$ cat config.mk
export PLATFORM = sky130hd
export DESIGN_NAME = serial_add_ctrl_flat
export DESIGN_NICKNAME = d
export VERILOG_FILES = /design/src/rtl/serial_pkg.sv /design/src/rtl/serial_add_ctrl_if.sv /design/src/rtl/serial_fa_bit.sv /design/src/rtl/serial_add_ctrl.sv /design/src/flat_wrapper.sv
export SDC_FILE = /design/constraint.sdc
export NUM_CORES = 1
export LEC_CHECK = 0
export BUFFER_PORTS_ARGS = -buffer_cell sky130_fd_sc_hd__buf_2
export CORE_UTILIZATION = 40
export DETAILED_ROUTE_END_ITERATION = 16
export SYNTH_ARGS = -nofsm -noshare
export SYNTH_HDL_FRONTEND = slang
export SYNTH_SLANG_ARGS = --single-unit
export TNS_END_PERCENT = 10
$ cat constraint.sdc
create_clock -name clk -period 2.4 [get_ports clk]
set_input_delay 0.24 -clock clk [delete_from_list [all_inputs] [get_ports clk]]
set_output_delay 0.24 -clock clk [all_outputs]
set_load 0.02 [all_outputs]
$ cat src/rtl/serial_pkg.sv
// Shared definitions for bit-serial arithmetic blocks: state encoding and default width.
package serial_pkg;

  localparam int unsigned SER_W = 8;

  // 2'd3 is unused; controllers recover from it to IDLE.
  typedef enum logic [1:0] {
    IDLE = 2'd0,
    RUN  = 2'd1,
    DONE = 2'd2
  } state_e;

endpackage

$ cat src/rtl/serial_add_ctrl_if.sv
// Request/result bundle for serial_add_ctrl. SERIAL_ADD_SUB_EN adds the sub select.
interface serial_add_ctrl_if #(
   parameter int unsigned W = serial_pkg::SER_W
);
   logic         start;
   logic [W-1:0] a_in;
   logic [W-1:0] b_in;
`ifdef SERIAL_ADD_SUB_EN
   logic         sub;
`endif
   logic         busy;
   logic         done;
   logic [W-1:0] sum;
   logic         cout;

   modport master (
`ifdef SERIAL_ADD_SUB_EN
      output sub,
`endif
      output start, a_in, b_in,
      input  busy, done, sum, cout
   );

   modport slave (
`ifdef SERIAL_ADD_SUB_EN
      input  sub,
`endif
      input  start, a_in, b_in,
      output busy, done, sum, cout
   );
endinterface

$ cat src/rtl/serial_fa_bit.sv
// One-bit combinational full adder slice for bit-serial datapaths.
module serial_fa_bit (
   input  logic a,
   input  logic b,
   input  logic cin,
   output logic s,
   output logic co
);
   assign s  = a ^ b ^ cin;
   assign co = (a & b) | (a & cin) | (b & cin);
endmodule

$ cat src/rtl/serial_add_ctrl.sv
// W-bit adder built from one serial full-adder slice, LSB first, one bit per clock.
// Optional SERIAL_ADD_SUB_EN: sub=1 computes A-B via ~B and carry-in 1.
module serial_add_ctrl
   import serial_pkg::*;
#(
   parameter int unsigned W = SER_W
) (
   input  logic             clk,
   input  logic             reset,
   serial_add_ctrl_if.slave bus
);
   localparam int unsigned          CNT_W    = $clog2(W + 1);
   localparam logic [CNT_W-1:0]     LAST_CNT = CNT_W'(W - 1);

   state_e           state_q, state_d;
   logic [W-1:0]     a_sh_q, b_sh_q, res_q, res_next, sum_q;
   logic             carry_q, cout_q;
   logic [CNT_W-1:0] count_q;
   logic             s_bit, c_bit;
   logic [W-1:0]     b_load;
   logic             carry_load;

   serial_fa_bit u_fa (
      .a   (a_sh_q[0]),
      .b   (b_sh_q[0]),
      .cin (carry_q),
      .s   (s_bit),
      .co  (c_bit)
   );

`ifdef SERIAL_ADD_SUB_EN
   assign b_load     = bus.sub ? ~bus.b_in : bus.b_in;
   assign carry_load = bus.sub;
`else
   assign b_load     = bus.b_in;
   assign carry_load = 1'b0;
`endif

   always_comb begin
      res_next        = res_q >> 1;
      res_next[W-1]   = s_bit;
   end

   always_comb begin
      state_d = state_q;
      case (state_q)
         IDLE:    if (bus.start) state_d = RUN;
         RUN:     if (count_q == LAST_CNT) state_d = DONE;
         DONE:    state_d = IDLE;
         default: state_d = IDLE;
      endcase
   end

   always_ff @(posedge clk or posedge reset) begin
      if (reset) begin
         state_q <= IDLE;
         a_sh_q  <= '0;
         b_sh_q  <= '0;
         res_q   <= '0;
         sum_q   <= '0;
         carry_q <= 1'b0;
         cout_q  <= 1'b0;
         count_q <= '0;
      end else begin
         state_q <= state_d;
         case (state_q)
            IDLE: begin
               if (bus.start) begin
                  a_sh_q  <= bus.a_in;
                  b_sh_q  <= b_load;
                  carry_q <= carry_load;
                  count_q <= '0;
               end
            end
            RUN: begin
               a_sh_q  <= a_sh_q >> 1;
               b_sh_q  <= b_sh_q >> 1;
               res_q   <= res_next;
               carry_q <= c_bit;
               count_q <= count_q + CNT_W'(1);
               // Publish the result only on the final bit so sum/cout stay stable otherwise.
               if (count_q == LAST_CNT) begin
                  sum_q  <= res_next;
                  cout_q <= c_bit;
               end
            end
            default: ;
         endcase
      end
   end

   assign bus.busy = (state_q != IDLE);
   assign bus.done = (state_q == DONE);
   assign bus.sum  = sum_q;
   assign bus.cout = cout_q;
endmodule
$ cat src/flat_wrapper.sv
// flat-port wrapper written by rule: the top's interface ports become plain ports
module serial_add_ctrl_flat import serial_pkg::*;
#(
   parameter int unsigned W = SER_W
)
  (clk, reset, bus_start, bus_a_in, bus_b_in, bus_busy, bus_done, bus_sum, bus_cout);
  serial_add_ctrl_if #(.W(W)) bus_i ();
  input  logic clk;
  input  logic reset;
  input wire logic [$bits(bus_i.start)-1:0] bus_start;
  input wire logic [$bits(bus_i.a_in)-1:0] bus_a_in;
  input wire logic [$bits(bus_i.b_in)-1:0] bus_b_in;
  output wire logic [$bits(bus_i.busy)-1:0] bus_busy;
  output wire logic [$bits(bus_i.done)-1:0] bus_done;
  output wire logic [$bits(bus_i.sum)-1:0] bus_sum;
  output wire logic [$bits(bus_i.cout)-1:0] bus_cout;
  assign bus_i.start = bus_start;
  assign bus_i.a_in = bus_a_in;
  assign bus_i.b_in = bus_b_in;
  assign bus_busy = bus_i.busy;
  assign bus_done = bus_i.done;
  assign bus_sum = bus_i.sum;
  assign bus_cout = bus_i.cout;
  serial_add_ctrl #(.W(W)) u_core (.clk(clk), .reset(reset), .bus(bus_i));
endmodule
==> results.json <==
{
  "status": "complete, no violations",
  "slew_violations": 0,
  "synth_edf_count": 0,
  "seqPwrFrac": 0.457,
  "drv_cap": 0,
  "crit_path_cell_trace": "nor2b_4 > and4_4 > mux2_4",
  "drt-total-wl_um": 2890,
  "antenna_cells": 0,
  "via_per_inst": 5.20,
  "ctsHoldBuffers": 0,
  "syn_avg_cell_area_um2": 12.8,
  "ctsResizeCount": 0,
  "critPathTopFamily": "simple AND/OR/NAND/NOR gates",
  "io_buffers": 29,
  "track_usage": 0.155,
  "ys_ff_latch": 39,
  "crit_fanout": 19,
  "synthFlopType": "dfrtp_1",
  "grt_overflow": 0,
  "cp_slowest_cell": "dfrtp_1",
  "clkSlewWorstSetupHoldPaths_ps": 70,
  "p_total_mw": 2.38,
  "drcViolationCount": 0,
  "setup_viol": 0,
  "combPwrFrac": 0.344,
  "synthDistinctLibCells": 27,
  "core-area_mm2": 0.00403,
  "hpwl_um": 1960,
  "worst_pin_slew_ps": 613,
  "async_flop_share": 1.00,
  "synth_top_family_by_area": "compound AO/OA/AOI/OAI gates",
  "placed_area_mm2": 0.00186,
  "yosysSeqAreaShare": 0.580,
  "dr.pass1.iters": 6,
  "pwr_density_cell_mw_per_mm2": 1210,
  "die-area_mm2": 0.00447,
  "antenna_found_initial": 0,
  "grt_max_degree": 40,
  "clock_skew_ps": 4.72,
  "pin_count": 30,
  "cts_tree": "done",
  "p_clk_frac": 0.199,
  "endpoint_kind": "flip-flop",
  "power.leakage_nw": 0.933,
  "grt_pass1_vias": 1182,
  "internal_power_mw": 1.61,
  "area_growth_pct": 16.5,
  "ant_nets": 0,
  "ir_worst_vdd_uv": 483,
  "synth_fp_nets": 152,
  "die_h_um": 66.9,
  "finalNetCount": 183,
  "cts_setup_buffers": 0,
  "rsz0062_at_grt": "false",
  "dr.first_iter.drc_count": 88,
  "yosys.area_share.simple": 0.0706,
  "min_path_type": "in2async",
  "cts_num_sinks": 39,
  "design_area_mm2": 0.00196,
  "start_kind": "flip-flop",
  "period_share": 0.762,
  "fin_crit_ps": 1830,
  "vias": 1107,
  "worstSkewPairLatency_ps": 280,
  "synthAdderAreaFrac": 0.0193,
  "cp_num_buf_inv": 0,
  "gp_congestion": 0.758,
  "slowest_delay_ps": 610,
  "switching_share": 0.324,
  "cts_buffers": 5,
  "synthMuxAreaShare": 0.141,
  "max_freq_mhz": 547,
  "path_class": "reg2reg",
  "syn-instance-count": 131,
  "crit_arrival_ps": 2000,
  "yosysWarnings": 0,
  "initial_core_util": 0.418,
  "finalHoldViolCount": 0,
  "wl_per_cell_um": 13.6,
  "synth_area_mm2": 0.00168,
  "row_count": 23,
  "place_ws_ps": 576,
  "synth_xor_area_frac": 0,
  "setup_ws_ps": 570,
  "nFillCells": 387,
  "synth_compound_area_frac": 0.147,
  "cts-root-buf": "clkbuf_8",
  "required_ps": 2570,
  "finalSetupTns_ps": 0,
  "p_sw_mw": 0.771,
  "die-width_um": 66.9,
  "clk_path_buf_depth": 2,
  "grt_pass1_wl_um": 5100,
  "slew_headroom": 0.591,
  "drive_above_1_share": 0.368,
  "htreeDepth": 2
}
[synthesized netlist by cell type (all sizes together), types with 2 or more instances]
cell / count / area [um^2]
inv: 3 / 11.3
nor2: 2 / 7.51
a22o: 3 / 26.3
nor2b: 2 / 20.0
clkbuf: 2 / 7.51
a22oi: 13 / 97.6
dfrtp: 39 / 976
o21ai: 14 / 70.1
nand2: 14 / 52.6
a21oi: 2 / 10.0
a32o: 2 / 20.0
mux2: 18 / 236
buf: 7 / 52.6
[placed cells by master (no fill, tap or decap), types with 4 or more instances in the layout]
cell and instances:
dfrtp_1 39, buf_2 29, nand2_1 14, o21ai_0 14
a22oi_1 13, mux2_2 9, mux2_4 9, clkbuf_8 7
buf_4 4
[stage by stage]
| stage | hold slack (ps) | std cells | utilization |
|---|---|---|---|
| CTS | 80.6 | 213 | 0.487 |
| detailed placement | 385 | 205 | 0.462 |
| global placement | 372 | 205 | 0.462 |
| finish | 66.1 | 213 | 0.487 |
| global route | 109 | 213 | 0.487 |
| floorplan | 402 | 131 | - |
[per-layer routing]
| metal | up-vias | track usage | wire length, um |
|---|---|---|---|
| met2 | 30 | 0.271 | 1390 |
| met3 | 4 | 0.0411 | 112 |
| li1 | 533 | - | - |
| met5 | - | 0 | 0 |
| met4 | 0 | 0.0559 | 30 |
| met1 | 540 | 0.179 | 1350 |
[power groups by stage]
stage               sequential [mW]  combinational [mW]  clock [mW]
global route                   1.13               0.906       0.524
CTS                            1.09               0.830       0.491
finish                         1.09               0.817       0.473
detailed placement             1.10               0.827           0
global placement               1.09               0.807           0
floorplan                      1.14               0.590           0
[sequential cells by signal, indices dropped and copies added (netlist names)]
name,cells
u_core.bus.cout,1
u_core.bus.sum,8
u_core.res_q,7
u_core.carry_q,1
u_core.a_sh_q,8
u_core.count_q,4
u_core.state_q,2
u_core.b_sh_q,8
[final cells by class]
| type | instances | area (um^2) | area share |
|---|---|---|---|
| timing repair buffer | 33 | 175 | 0.0893 |
| tap | 50 | 62.6 | 0.0319 |
| clock buffer | 8 | 100 | 0.0511 |
| sequential | 39 | 976 | 0.498 |
| inverter | 3 | 11.3 | 0.00574 |
| multi-input combinational | 80 | 636 | 0.324 |
[kinds of logic after synthesis]
logic type      after synthesis
compound gates               37
flops                        39
fa+ha+maj                     2
simple gates                 23
mux                          18
buf+inv                      12
[path summary, 6_finish.rpt]
check,startpoint,slack [ps],end,cells after the start
setup / recovery,u_core.state_q[1],570,u_core.bus.sum[4],3
min in group clk,bus_a_in[7],220,u_core.a_sh_q[7],2
max in group asynchronous,reset,2000,u_core.b_sh_q[1],3
hold / removal,reset,70,u_core.res_q[2],3
setup reg to reg,u_core.state_q[1],570,u_core.bus.sum[4],3
hold reg to reg,u_core.b_sh_q[1],490,u_core.b_sh_q[1],2
[worst min-delay path: stages]
cell and delay (ps):
buf_2 100, inv_1 40, buf_4 410
No activity file was read; power rests on OpenSTA's default activity.
